--- config.mk ---
export PLATFORM = sky130hd
export DESIGN_NAME = display_scan_ctrl_flat
export DESIGN_NICKNAME = d
export VERILOG_FILES = /design/src/rtl/display_scan_ctrl_if.sv /design/src/rtl/display_scan_ctrl.sv /design/src/flat_wrapper.sv
export SDC_FILE = /design/constraint.sdc
export NUM_CORES = 1
export LEC_CHECK = 0
export BUFFER_PORTS_ARGS = -buffer_cell sky130_fd_sc_hd__clkbuf_2
export CAP_MARGIN = 40
export CORE_UTILIZATION = 44
export DETAILED_ROUTE_END_ITERATION = 12
export PLACE_DENSITY = 0.72
export SLEW_MARGIN = 15
export SYNTH_ARGS = -nofsm -noshare
export SYNTH_HDL_FRONTEND = slang
export SYNTH_SLANG_ARGS = --single-unit
--- constraint.sdc ---
create_clock -name clk -period 1.8 [get_ports clk]
set_clock_uncertainty 0.05 [all_clocks]
set_input_delay 0.36 -clock clk [delete_from_list [all_inputs] [get_ports clk]]
set_output_delay 0.36 -clock clk [all_outputs]
set_load 0.01 [all_outputs]
--- src/rtl/display_scan_ctrl_if.sv ---
// Purpose: bundle of value/control inputs and scan outputs for the display scan controller.
// Latency: none, plain wires. Backpressure: none, load is a fire-and-forget strobe.
interface display_scan_ctrl_if;
    logic        en;
    logic        load;
    logic [15:0] data_in;
    logic [3:0]  blank_mask;
    logic        lz_en;
    logic [3:0]  an_o;
    logic [3:0]  nibble_o;
    logic        pending_o;
    logic        frame_o;

    modport master (
        output en, load, data_in, blank_mask, lz_en,
        input  an_o, nibble_o, pending_o, frame_o
    );

    modport slave (
        input  en, load, data_in, blank_mask, lz_en,
        output an_o, nibble_o, pending_o, frame_o
    );
endinterface

--- src/rtl/display_scan_ctrl.sv ---
// Purpose: 4-digit seven-segment scan with frame-aligned double-buffered value updates.
// Latency: an_o/nibble_o registered one cycle after digit index; new value shows after next frame wrap.
// Backpressure: none; load always accepted, last load before a wrap wins.
module display_scan_ctrl #(
    parameter int REFRESH_DIV = 100000,
    parameter int CNT_W       = 17
) (
    input logic              clk,
    input logic              rst_n,
    display_scan_ctrl_if.slave bus
);

    logic [CNT_W-1:0] cnt;
    logic [1:0]       idx;
    logic [15:0]      shadow;
    logic [15:0]      disp;
    logic             pending;
    logic [3:0]       an_q;
    logic [3:0]       nibble_q;

    logic             tick;
    logic             wrap;
    logic [3:0]       lz;
    logic             blank;
    logic [3:0]       sel_nibble;

    assign tick = bus.en && (cnt == CNT_W'(REFRESH_DIV - 1));
    assign wrap = tick && (idx == 2'd3);

    always_ff @(posedge clk or negedge rst_n) begin
        if (!rst_n) begin
            cnt <= '0;
            idx <= 2'd0;
        end else if (!bus.en) begin
            cnt <= '0;
            idx <= 2'd0;
        end else if (tick) begin
            cnt <= '0;
            idx <= idx + 2'd1;
        end else begin
            cnt <= cnt + CNT_W'(1);
        end
    end

    always_ff @(posedge clk or negedge rst_n) begin
        if (!rst_n) begin
            shadow <= 16'h0000;
        end else if (bus.load) begin
            shadow <= bus.data_in;
        end
    end

    // While dark the display follows the input directly, including a load in the same cycle.
    // At a wrap the pre-edge shadow is committed; a coincident load stays pending for the next wrap.
    always_ff @(posedge clk or negedge rst_n) begin
        if (!rst_n) begin
            disp    <= 16'h0000;
            pending <= 1'b0;
        end else if (!bus.en) begin
            disp    <= bus.load ? bus.data_in : shadow;
            pending <= 1'b0;
        end else if (wrap && pending) begin
            disp    <= shadow;
            pending <= bus.load;
        end else if (bus.load) begin
            pending <= 1'b1;
        end
    end

    always_comb begin
        lz    = 4'b0000;
        lz[3] = (disp[15:12] == 4'h0);
        lz[2] = lz[3] && (disp[11:8] == 4'h0);
        lz[1] = lz[2] && (disp[7:4] == 4'h0);
    end

    always_comb begin
        sel_nibble = disp[3:0];
        case (idx)
            2'd0: sel_nibble = disp[3:0];
            2'd1: sel_nibble = disp[7:4];
            2'd2: sel_nibble = disp[11:8];
            2'd3: sel_nibble = disp[15:12];
            default: sel_nibble = disp[3:0];
        endcase
    end

    assign blank = bus.blank_mask[idx] || (bus.lz_en && lz[idx]);

    always_ff @(posedge clk or negedge rst_n) begin
        if (!rst_n) begin
            an_q     <= 4'b1111;
            nibble_q <= 4'h0;
        end else if (!bus.en) begin
            an_q     <= 4'b1111;
            nibble_q <= 4'h0;
        end else begin
            an_q     <= blank ? 4'b1111 : ~(4'b0001 << idx);
            nibble_q <= sel_nibble;
        end
    end

    assign bus.an_o      = an_q;
    assign bus.nibble_o  = nibble_q;
    assign bus.pending_o = pending;
    assign bus.frame_o   = wrap;

endmodule

--- src/flat_wrapper.sv ---
// flat-port wrapper written by rule: the top's interface ports become plain ports
module display_scan_ctrl_flat 
#(
    parameter int REFRESH_DIV = 100000,
    parameter int CNT_W       = 17
)
  (clk, rst_n, bus_en, bus_load, bus_data_in, bus_blank_mask, bus_lz_en, bus_an_o, bus_nibble_o, bus_pending_o, bus_frame_o);
  display_scan_ctrl_if bus_i ();
  input logic clk;
  input logic rst_n;
  input wire logic [$bits(bus_i.en)-1:0] bus_en;
  input wire logic [$bits(bus_i.load)-1:0] bus_load;
  input wire logic [$bits(bus_i.data_in)-1:0] bus_data_in;
  input wire logic [$bits(bus_i.blank_mask)-1:0] bus_blank_mask;
  input wire logic [$bits(bus_i.lz_en)-1:0] bus_lz_en;
  output wire logic [$bits(bus_i.an_o)-1:0] bus_an_o;
  output wire logic [$bits(bus_i.nibble_o)-1:0] bus_nibble_o;
  output wire logic [$bits(bus_i.pending_o)-1:0] bus_pending_o;
  output wire logic [$bits(bus_i.frame_o)-1:0] bus_frame_o;
  assign bus_i.en = bus_en;
  assign bus_i.load = bus_load;
  assign bus_i.data_in = bus_data_in;
  assign bus_i.blank_mask = bus_blank_mask;
  assign bus_i.lz_en = bus_lz_en;
  assign bus_an_o = bus_i.an_o;
  assign bus_nibble_o = bus_i.nibble_o;
  assign bus_pending_o = bus_i.pending_o;
  assign bus_frame_o = bus_i.frame_o;
  display_scan_ctrl #(.REFRESH_DIV(REFRESH_DIV), .CNT_W(CNT_W)) u_core (.clk(clk), .rst_n(rst_n), .bus(bus_i));
endmodule
==> metrics.md, run 1 <==
| Metric | Value |
|---|---|
| Clk pwr share | 0.451 |
| Synthesized area | 2970 µm² |
| Synth Instances | ~270 |
| Total gr overflow | 0 |
| Top Ports | 35 |
| H-tree levels | 3 |
| Leakage | ~1.6 nW |
| Top-count cell post-synth | dfrtp_1 |
| Crit path kind | flip-flop to primary output |
| Number of global-route vias before repair | around 2400 |
| Switching portion of total power | 0.243 |
| Status | finished with violations |
| Bufs and invs on worst path | 1 |
| Die footprint | between 7000 and 8000 µm² |
| Tot GR Track Use | 0.210 |
| CP Capture Type | primary output |
| Inserted Clock Buffers | 9 |
| Reg-to-Reg Start | u_core.cnt[11]$_DFF_PN0_ |
| Worst-Margin Slew | 0.458 ns |
| Clock insertion delay at the later pin of the skew report | about 0.35 ns |
| WHS Endpoint | u_core.disp[3]$_DFFE_PN0P_ |
| Yosys warns | 0 |
| Synth area leaders | dfrtp_1 (47%), mux2_2 (6.1%), nand4_1 (4.4%) |
| FFs w/ async S/R, synth | 1.00 |
| Fmax | between 400 and 500 MHz |
| Pre-CTS setup slack | -0.0477 ns |
| Comb power frac | 0.092 |
| CP cell instances | nor4_4 > and4_4 > and3_4 > buf_6 |
| Root Driver | clkbuf_8 |
| GP Congestion | between 0.7 and 0.8 |
| Post-Layout Cell Count | approximately 420 |
| Final HPWL DP | between 4 and 5 mm |
| Synth top area share | 0.472 |
| Setup ws final | -0.266 ns |
| DR pass1 iterations | 9 |
| Number of synthesized flops with an enable pin | 0 |
| RSZ-0062 raised after global routing | true |
| DRC | 4 |
| Min Tclk post-route | 2.07 ns |
| Distinct cells, synth | 38 |
| Critical path's largest stage delay | 0.41 ns |
| Final wirelength | 7.15 mm |
| Iteration-0 DRC count of the detailed router | 153 |
| Final setup fails | 30 |
| Setup slack, reg-to-reg | -0.10 ns |
| Worst-path clk slew | ~0.080 ns |
| Most common library cells after synthesis | dfrtp_1 (56), nand4_1 (21), nand3_1 (20) |
| Hold depth | 3 |
| Violated checks | design-rule violations, negative setup slack |
| Hold Crit Class | input pin to flip-flop |
| Share of the yosys chip area belonging to registers | 0.508 |
| Worst EP arrival | 1.66 ns |
| Routed vias/inst | ~6.0 |
| Reg2reg path depth | 7 |
| Top FF cell, synth | dfrtp_1 |
| Die Width | 84.1 µm |
| NetSw | 0.811 mW |
| Cells after DPL | about 390 |
| Num Clock Sinks | 60 |
| Reg-to-reg endpoint | u_core.disp[15]$_DFFE_PN0P_ |
| Antenna violations before repair | 0 |
| Row cnt | 29 |
| Area growth syn-to-layout | 30.3% |
| Util after Layout | 0.602 |
| Slew Viols, Final | 0 |
| Syn nets | approximately 300 |
| Leading area contributor after synthesis | dfrtp_1 |
| Final hold vios | 0 |
| Final worst-path cycle share | 1.15 |
| Sequential power share | 0.457 |
| VDD IR-drop max | 0.729 mV |
| Crit path launch type | flip-flop |
| MaxCap Viol Count | 0 |
| Die Ht | about 84 µm |
| Initial core utilization | 0.462 |
| CP max stage cell | dfrtp_1 |
| Critical path peak fanout | 2 |
| Layout net count | roughly 370 |
| Routed Antenna Nets | 0 |
| Vias | between 2000 and 3000 |
| Worst Path Required | 1.39 ns |
| Antenna fix cells | 0 |
| Internal power | roughly 2.5 mW |
| Syn Area/Cell | roughly 11 µm² |
| Buffers on Ports | 34 |
| Drt wl/cell | between 15 and 20 µm |
| Largest net degree at the start of global routing | slightly above 60 |
| Relative slew slack | 0.693 |
| PD cells | approximately 860 nW/µm² |
| Core Box Area | between 6000 and 7000 µm² |
| Max clock buf depth | 2 |
| Synth Register Bits | 60 |
| Pwr Total | 3.33 mW |
| CTS tree | yes |
| Share of cells above drive strength 1 | 0.392 |
| Hold path start | bus_data_in[3] |
| Worst path top cell family by delay | simple AND/OR/NAND/NOR gates |
| First-pass GRT wire length | about 12 mm |
[metal layers]
layer | share of wire | global-route usage | vias to the layer above
met5 | 0 | 0 | -
met4 | 0.033 | 0.103 | 0
met3 | 0.052 | 0.0613 | 23
met2 | 0.48 | 0.324 | 84
met1 | 0.44 | 0.270 | 1223
li1 | - | - | 1173
[tightest hold or removal path, cell delays in order]
cell      delay, ns
clkbuf_2       0.09
a22oi_1        0.06
nand3_1        0.06
[power by group through the flow]
stage | Clock [mW] | Combinational (mW) | Sequential, mW
floorplan | 0 | 0.163 | 1.53
global placement | 0 | 0.272 | 1.54
detailed placement | 0 | 0.281 | 1.55
CTS | 1.52 | 0.292 | 1.52
global route | 1.58 | 0.338 | 1.53
finish | 1.50 | 0.305 | 1.52
[placed cells by master, fill, tap and decap left out, types with 3 or more instances in the layout]
cell | Yosys | routed
dfrtp_1 | 56 | 54
nand4b_1 | 4 | 4
nor3_1 | 4 | 4
nor2_4 | 0 | 6
ha_1 | 6 | 5
nor4_1 | 6 | 5
a222oi_1 | 4 | 4
clkbuf_8 | 0 | 9
buf_4 | 0 | 27
o211ai_1 | 17 | 17
nand2_1 | 11 | 9
xor2_1 | 4 | 4
or4_1 | 4 | 3
inv_1 | 5 | 5
a22oi_1 | 16 | 16
xnor2_1 | 10 | 10
buf_6 | 1 | 8
nand3_1 | 20 | 20
mux2_2 | 16 | 16
o21ai_0 | 6 | 6
clkbuf_2 | 0 | 33
and2_1 | 5 | 5
nor2_2 | 0 | 6
nor2_1 | 17 | 5
dfstp_2 | 4 | 4
bufinv_16 | 0 | 3
nand4_1 | 21 | 21
[layout make-up]
type / instances / area, µm²
fill: 515 / 2560
sequential: 60 / 1510
multi-input combinational: 190 / 1490
timing repair buffer: 71 / 508
clock buffer: 9 / 124
clock inverter: 7 / 124
tap: 77 / 96.3
inverter: 5 / 18.8
[registers in the layout (all words and copies together) (netlist names)]
| register | cells |
|---|---|
| u_core.shadow | 16 |
| u_core.bus.nibble_o | 4 |
| u_core.bus.pending_o | 1 |
| u_core.cnt | 17 |
| u_core.disp | 16 |
| u_core.bus.an_o | 4 |
| u_core.idx | 2 |
[cell families (layout without fill, tap and decap cells)]
group / after synthesis / after routing / synth area share
mux: 17 / 17 / 0.0683
xor+xnor: 14 / 14 / 0.0413
buf+inv: 24 / 92 / 0.0346
flops: 60 / 60 / 0.508
compound gates: 49 / 49 / 0.120
fa+ha+maj: 6 / 6 / 0.0253
simple gates: 104 / 104 / 0.202
[how the worst max path moves through the flow]
stage	from	to	slack, ns	cells after the start
finish	u_core.cnt[11]$_DFF_PN0_	bus_frame_o	-0.27	4
global placement	u_core.cnt[1]$_DFF_PN0_	bus_frame_o	0.01	5
global route	u_core.cnt[11]$_DFF_PN0_	bus_frame_o	-0.33	4
floorplan	u_core.cnt[0]$_DFF_PN0_	bus_frame_o	0.03	5
CTS	u_core.cnt[14]$_DFF_PN0_	bus_frame_o	-0.25	4
detailed placement	u_core.idx[1]$_DFFE_PN0P_	u_core.disp[4]$_DFFE_PN0P_	-0.05	4
[timing repair]
item	in CTS	in global routing
hold buffers	1	0
gates resized for setup	8	42
endpoints found under the setup margin	17	27
setup buffers	5	8
pin swaps	4	27
cloned	0	1
endpoints found under the hold margin	56	0
[per-stage QoR]
| step | instance area [µm²] | hold slack, ns | TNS (ns) |
|---|---|---|---|
| 2_1_floorplan | 2970 | 0.0144 | 0 |
| 3_3_place_gp | 3310 | 0.345 | 0 |
| 3_5_place_dp | 3330 | 0.343 | -0.508 |
| 4_1_cts | 3670 | 0.197 | -0.249 |
| 5_1_grt | 3860 | 0.194 | -4.39 |
| 6_report | 3860 | 0.206 | -1.89 |
No activity file was read; power rests on OpenSTA's default activity.
==> inputs of run 2 (changes only) <==
--- a/config.mk
+++ b/config.mk
@@ -7,9 +7,11 @@
 export LEC_CHECK = 0
 export BUFFER_PORTS_ARGS = -buffer_cell sky130_fd_sc_hd__clkbuf_2
 export CAP_MARGIN = 40
-export CORE_UTILIZATION = 44
+export CORE_UTILIZATION = 52
 export DETAILED_ROUTE_END_ITERATION = 12
-export PLACE_DENSITY = 0.72
+export PLACE_DENSITY = 0.82
+export RECOVER_POWER = 25
+export SETUP_SLACK_MARGIN = 0.5
 export SLEW_MARGIN = 15
 export SYNTH_ARGS = -nofsm -noshare
 export SYNTH_HDL_FRONTEND = slang
==> metrics.md, run 2 (synthesis gave the netlist of run 1 again) <==
| Metric | Value |
|---|---|
| Status | finished with violations |
| Violated checks | negative setup slack |
| Share of cells above drive strength 1 | 0.441 (+0.0492) |
| Final worst-path cycle share | 1.14 (-0.00461) |
| FF/Latch Area | 1510 µm² (about the same) |
| Hold path start | bus_data_in[15] |
| Final hold vios | 0 (unchanged) |
| Antenna fix cells | 0 (unchanged) |
| Drt wl/cell | 19.7 µm (+16%) |
| Final wirelength | 8.45 mm (+18%) |
| Core Box Area | 5510 µm² (-14%) |
| Area post-placement | 3300 µm² (-0.90%) |
| Setup crit start | u_core.cnt[0]$_DFF_PN0_ |
| Crit path kind | flip-flop to primary output |
| CP cell instances | ha_2 > and4_4 > and4_1 > and3_4 > buf_6 |
| Inserted Clock Buffers | 9 (unchanged) |
| Initial core utilization | 0.539 (+0.0768) |
| Largest net degree at the start of global routing | 61 (unchanged) |
| Commonest non-fill, non-tap cells in the layout | dfrtp_1 (55), buf_4 (35), clkbuf_2 (28), nand4_1 (21), nand3_1 (19) |
| WHS Endpoint | u_core.disp[15]$_DFFE_PN0P_ |
| Final instance area | 4120 µm² (+6.5%) |
| Buffers on Ports | 34 (unchanged) |
| Fmax | 486 MHz (+0.40%) |
| VDD IR-drop max | 0.663 mV (-9.1%) |
| Largest regs | u_core.cnt: 17 flops, u_core.disp: 16 flops, u_core.shadow: 16 flops |
| Vias | 2678 (+7.0%) |
| Crit path launch type | flip-flop |
| Critical path peak fanout | 2 (unchanged) |
| Leakage | 1.76 nW (+8.3%) |
| WHS | 0.193 ns (-0.0129 ns) |
| Die footprint | 6010 µm² (-15%) |
| CP Capture Type | primary output |
| Post-Layout Cell Count | 428 (+2.1%) |
| Total gr overflow | 0 (unchanged) |
| Routed vias/inst | 6.26 (+4.7%) |
| Max reg flops | 17 (unchanged) |
| Routed Antenna Nets | 0 (unchanged) |
| CP max stage cell | dfrtp_1 |
| DR pass1 iterations | 8 (-1) |
| Number of global-route vias before repair | 2607 (+9.5%) |
| Reg2reg path depth | 6 (-1) |
| Iteration-0 DRC count of the detailed router | 285 (+86%) |
| Worst Path Required | 1.39 ns (about the same) |
| Die Width | 77.5 µm (-7.8%) |
| Setup TNS | -1.04 ns (+0.853 ns) |
| Biggest register | u_core.cnt |
| Top Ports | 35 (unchanged) |
| Most common cell after layout, fill and taps aside | dfrtp_1 |
| Critical path's largest stage delay | 0.38 ns (-0.03 ns) |
| Max clock buf depth | 2 (unchanged) |
| RSZ-0062 raised after global routing | true |
| Die Ht | 77.5 µm (-7.8%) |
| DRC | 0 (-4) |
| Layout net count | 382 (+3.8%) |
| Worst-path clk slew | 0.08 ns (about the same) |
| CTS tree | yes |
| Hold depth | 3 (unchanged) |
| MaxCap Viol Count | 0 (unchanged) |
| Root Driver | clkbuf_8 |
| Num Clock Sinks | 60 (unchanged) |
| Pwr Total | 3.39 mW (+1.6%) |
| Antenna violations before repair | 0 (unchanged) |
| H-tree levels | 3 (unchanged) |
| First-pass GRT wire length | 12.3 mm (+7.0%) |
| Reg-to-reg endpoint | u_core.cnt[15]$_DFF_PN0_ |
| Setup slack, reg-to-reg | -0.08 ns (+0.02 ns) |
| Filler cell count in the final layout | 339 (-34%) |
| Setup ws final | -0.258 ns (+0.00830 ns) |
| Slew Viols, Final | 0 (unchanged) |
| GP Congestion | 0.875 (+10%) |
| Cells after DPL | 377 (-2.8%) |
| Multi-input logic area | 1560 µm² (+5.2%) |
| Relative slew slack | 0.462 (-0.232) |
| Area growth syn-to-layout | 38.8% |
| PD cells | 823 nW/µm² (-4.6%) |
| Clock insertion delay at the later pin of the skew report | 0.35 ns (about the same) |
| Final setup fails | 26 (-13%) |
| Final HPWL DP | 4.28 mm (-3.5%) |
| Row cnt | 27 (-6.9%) |
| Min Tclk post-route | 2.06 ns (-0.00830 ns) |
| Worst-Margin Slew | 0.807 ns (+0.349 ns) |
| Worst EP arrival | 1.65 ns (about the same) |
| Tot GR Track Use | 0.269 (+0.0592) |
| Hold Crit Class | input pin to flip-flop |
| Reg-to-Reg Start | u_core.cnt[6]$_DFF_PN0_ |
run 2: critical path: cells and delay by family, from the launching register on:
family,cells,cell delay (ns)
adders and majority gates,1,0.21
buffers and inverters,1,0.09
and+or+nand+nor,3,0.62
DFF,1,0.38
run 2: repair_timing:
action,4_1_cts,5_1_grt
resized for setup,41,29
pin swaps,18,18
setup endpoints to repair,50,50
cloned,0,3
hold buffers,1,0
setup buffers,16,15
hold endpoints to repair,56,0
run 2: routing by layer:
metal,global-route usage,share of wire,routed length (µm),up-vias
met4,0.194,0.049,414,0
li1,-,-,-,1190
met2,0.442,0.51,4320,129
met3,0.0482,0.054,455,34
met5,0,0,0,-
met1,0.316,0.39,3260,1325
run 2: layout make-up:
| class | instances | area share |
|---|---|---|
| multi-input combinational | 190 | 0.380 |
| sequential | 60 | 0.366 |
| timing repair buffer | 85 | 0.165 |
| clock buffer | 9 | 0.0301 |
| clock inverter | 7 | 0.0298 |
| tap | 72 | 0.0219 |
| inverter | 5 | 0.00760 |
run 2: worst max-delay path by stage:
| stage | end |
|---|---|
| after floorplan | bus_frame_o |
| after global placement | u_core.disp[6]$_DFFE_PN0P_ |
| after detailed placement | bus_frame_o |
| after CTS | bus_frame_o |
| after global routing | bus_frame_o |
| final | bus_frame_o |
run 2: power breakdown:
| group | leakage (nW) | internal (mW) | switching (mW) |
|---|---|---|---|
| sequential | 0.753 | 1.45 | 0.0756 |
| clock | 0.116 | 0.926 | 0.591 |
| combinational | 0.887 | 0.171 | 0.178 |
run 2: through the flow:
stage / setup WS (ns) / util
after floorplan: 0.0645 / -
after global placement: 0.00214 / 0.596
after detailed placement: 0.0833 / 0.599
after CTS: -0.222 / 0.698
after global routing: -0.318 / 0.748
final: -0.258 / 0.748
==> inputs of run 3 (changes only) <==
--- a/config.mk
+++ b/config.mk
@@ -5,13 +5,16 @@
 export SDC_FILE = /design/constraint.sdc
 export NUM_CORES = 1
 export LEC_CHECK = 0
+export ABC_AREA = 1
 export BUFFER_PORTS_ARGS = -buffer_cell sky130_fd_sc_hd__clkbuf_2
 export CAP_MARGIN = 40
 export CORE_UTILIZATION = 52
 export DETAILED_ROUTE_END_ITERATION = 12
+export HOLD_SLACK_MARGIN = 0.08
 export PLACE_DENSITY = 0.82
 export RECOVER_POWER = 25
 export SETUP_SLACK_MARGIN = 0.5
+export SKIP_CTS_REPAIR_TIMING = 1
 export SLEW_MARGIN = 15
 export SYNTH_ARGS = -nofsm -noshare
 export SYNTH_HDL_FRONTEND = slang
==> metrics.md, run 3 <==
| Metric | Value |
|---|---|
| Worst-Margin Slew | 1.06 ns (+0.253 ns) |
| Leading area contributor after synthesis | dfrtp_1 |
| Worst-path clk slew | 0.08 ns (about the same) |
| Fmax | 494 MHz (+1.7%) |
| Final worst-path cycle share | 1.12 (-0.0194) |
| Worst Path Required | 1.39 ns (about the same) |
| Cells after DPL | 503 (+33%) |
| Synth top area share | 0.463 (-0.00956) |
| Worst EP arrival | 1.61 ns (-0.04 ns) |
| Final HPWL DP | 4.84 mm (+13%) |
| CP Capture Type | primary output |
| CTS tree | yes |
| First-pass GRT wire length | 11.9 mm (-3.6%) |
| Drt wl/cell | 16.1 µm (-18%) |
| Post-Synth Simple-Gate Area | 0.367 (+0.164) |
| Top-count cell post-synth | nand2_1 |
| Final hold vios | 0 (unchanged) |
| Iteration-0 DRC count of the detailed router | 302 (+6.0%) |
| Mux cell area share after synthesis | 0 (-0.0683) |
| Die Width | 78.3 µm (+1.0%) |
| Max reg flops | 17 (unchanged) |
| Syn Area/Cell | 7.65 µm² (-29%) |
| Area post-placement | 3410 µm² (+3.5%) |
| Layout net count | 489 (+28%) |
| Slew Viols, Final | 0 (unchanged) |
| Row cnt | 27 (unchanged) |
| Post-synthesis compound-gate area fraction | 0.0380 (-0.0822) |
| Root Driver | clkbuf_8 |
| Top FF cell, synth | dfrtp_1 |
| Final wirelength | 8.61 mm (+1.9%) |
| Max clock buf depth | 2 (unchanged) |
| Antenna violations before repair | 0 (unchanged) |
| Xor-xnor portion of the synthesized cell area | 0.0231 (-0.0182) |
| Relative slew slack | 0.293 (-0.169) |
| Routed vias/inst | 5.68 (-9.2%) |
| Main combinational cell family by area after synthesis | simple AND/OR/NAND/NOR gates |
| Synthesized area | 3030 µm² (+2.1%) |
| Inserted Clock Buffers | 9 (unchanged) |
| Most common library cells after synthesis | nand2_1 (162), dfrtp_1 (56), nor2_1 (39) |
| DR pass1 iterations | 5 (-3) |
| GP Congestion | 0.883 (+0.96%) |
| PD cells | 844 nW/µm² (+2.6%) |
| Total gr overflow | 0 (unchanged) |
| Initial core utilization | 0.543 (+0.00447) |
| Synth Instances | 396 (+45%) |
| Die Ht | 78.3 µm (+1.0%) |
| Core Box Area | 5570 µm² (+1.2%) |
| Distinct cells, synth | 25 (-34%) |
| Most common cell after layout, fill and taps aside | nand2_1 |
| MaxCap Viol Count | 0 (unchanged) |
| Vias | 3038 (+13%) |
| VDD IR-drop max | 0.577 mV (-13%) |
| RSZ-0062 raised after global routing | true |
| Largest net degree at the start of global routing | 32 (-48%) |
| Pwr Total | 3.54 mW (+4.5%) |
| Synth area leaders | dfrtp_1 (46%), nand2_1 (20%), nand3_1 (5.6%) |
| Final setup fails | 18 (-31%) |
| Final instance area | 4190 µm² (+1.8%) |
| Synth Register Bits | 60 (unchanged) |
| Top Ports | 35 (unchanged) |
| Commonest non-fill, non-tap cells in the layout | nand2_1 (145), dfrtp_1 (50), nand3_1 (28), nor2_1 (27), clkbuf_2 (26) |
| Post-Layout Cell Count | 535 (+25%) |
| Num Clock Sinks | 60 (unchanged) |
| Min Tclk post-route | 2.02 ns (-0.0349 ns) |
| Routed Antenna Nets | 0 (unchanged) |
| Crit path launch type | flip-flop |
| Number of global-route vias before repair | 2623 (+0.61%) |
| Tot GR Track Use | 0.254 (-0.0149) |
| Violated checks | negative setup slack |
| H-tree levels | 3 (unchanged) |
| Share of cells above drive strength 1 | 0.337 (-0.104) |
| Area growth syn-to-layout | 38.4% |
| Clock insertion delay at the later pin of the skew report | 0.35 ns (about the same) |
| Antenna fix cells | 0 (unchanged) |
| Setup slack, reg-to-reg | -0.07 ns (about the same) |
| Buffers on Ports | 34 (unchanged) |
| Largest regs | u_core.cnt: 17 flops, u_core.disp: 16 flops, u_core.shadow: 16 flops |
| Setup ws final | -0.223 ns (+0.0349 ns) |
| Critical path peak fanout | 2 (unchanged) |
| DRC | 0 (unchanged) |
| Number of synthesized flops with an enable pin | 0 (unchanged) |
| FFs w/ async S/R, synth | 1.00 (unchanged) |
| Share of the yosys chip area belonging to registers | 0.498 (-0.0103) |
| Syn nets | 427 (+40%) |
| Leakage | 1.99 nW (+13%) |
| Crit path kind | flip-flop to primary output |
| Hold Crit Class | input pin to flip-flop |
| Yosys warns | 0 (unchanged) |
| Adder-Cell Fraction of Synth Area | 0.0248 (-0.000512) |
| Die footprint | 6130 µm² (+2.0%) |
| Status | finished with violations |
| Biggest register | u_core.cnt |
-- run 3: changes by cell type in the layout (fill, tap and decap cells not counted), moves of 13 or more --
cell and change:
a22oi_1 -16, buf_4 -19, inv_1 +14, mux2_2 -16
nand2_1 +137, nand2_2 +13, nand4_1 -16, nor2_1 +17
o211ai_1 -17
-- run 3: logic make-up after synthesis --
group / after synthesis
and+or+nand+nor: 263
DFF: 60
buffers and inverters: 37
AOI/OAI and AO/OA: 22
xor gates and xnor gates: 8
adders and majority gates: 6
-- run 3: power breakdown --
group          internal, mW  total [mW]  leakage [nW]  switching, mW
registers              1.44        1.51         0.759         0.0744
logic                 0.138       0.358          1.10          0.220
clock network          1.07        1.67         0.134          0.594
-- run 3: path summary, 6_finish.rpt --
check                                         from                     endpoint  cells past startpoint
max reg2reg                u_core.cnt[0]$_DFF_PN0_  u_core.disp[12]$_DFFE_PN0P_                     11
min reg2reg                u_core.cnt[0]$_DFF_PN0_      u_core.cnt[0]$_DFF_PN0_                      1
max in group asynchronous                    rst_n      u_core.cnt[9]$_DFF_PN0_                      3
max                        u_core.cnt[4]$_DFF_PN0_                  bus_frame_o                      7
min in group asynchronous                    rst_n  u_core.disp[10]$_DFFE_PN0P_                      2
min                                bus_data_in[10]  u_core.shadow[10]$_DFF_PN0_                      3
-- run 3: metrics by stage --
step / util / worst slack (ns) / hold WS (ns) / setup TNS [ns]
2_1_floorplan: - / 0.220 / 0.0144 / 0
3_3_place_gp: 0.613 / 0.143 / 0.288 / 0
3_5_place_dp: 0.613 / 0.0864 / 0.290 / 0
4_1_cts: 0.661 / -0.219 / -0.0788 / -0.219
5_1_grt: 0.752 / -0.321 / 0.177 / -3.00
6_report: 0.752 / -0.223 / 0.178 / -1.06
-- run 3: worst max-delay path, stage by stage (launching register included) --
cell     delay, ns
dfrtp_1       0.37
inv_1         0.07
nor2_2        0.15
nand3_1       0.15
nor3_2        0.17
nand3_1       0.13
nor2_2        0.09
buf_2         0.13
-- run 3: final cells by class --
| type | instances | area [µm²] |
|---|---|---|
| Clock buffer | 9 | 124 |
| Timing Repair Buffer | 63 | 504 |
| Sequential cell | 60 | 1510 |
| Inverter | 24 | 97.6 |
| Tap cell | 72 | 90.1 |
| Clock inverter | 7 | 146 |
| Fill cell | 353 | 1380 |
| Multi-Input combinational cell | 300 | 1720 |
-- run 3: routing by layer --
metal,track usage,wire [µm],up-vias
met5,0,0,-
met4,0.115,444,0
met3,0.0465,621,54
met2,0.399,4120,180
met1,0.343,3420,1411
li1,-,-,1393
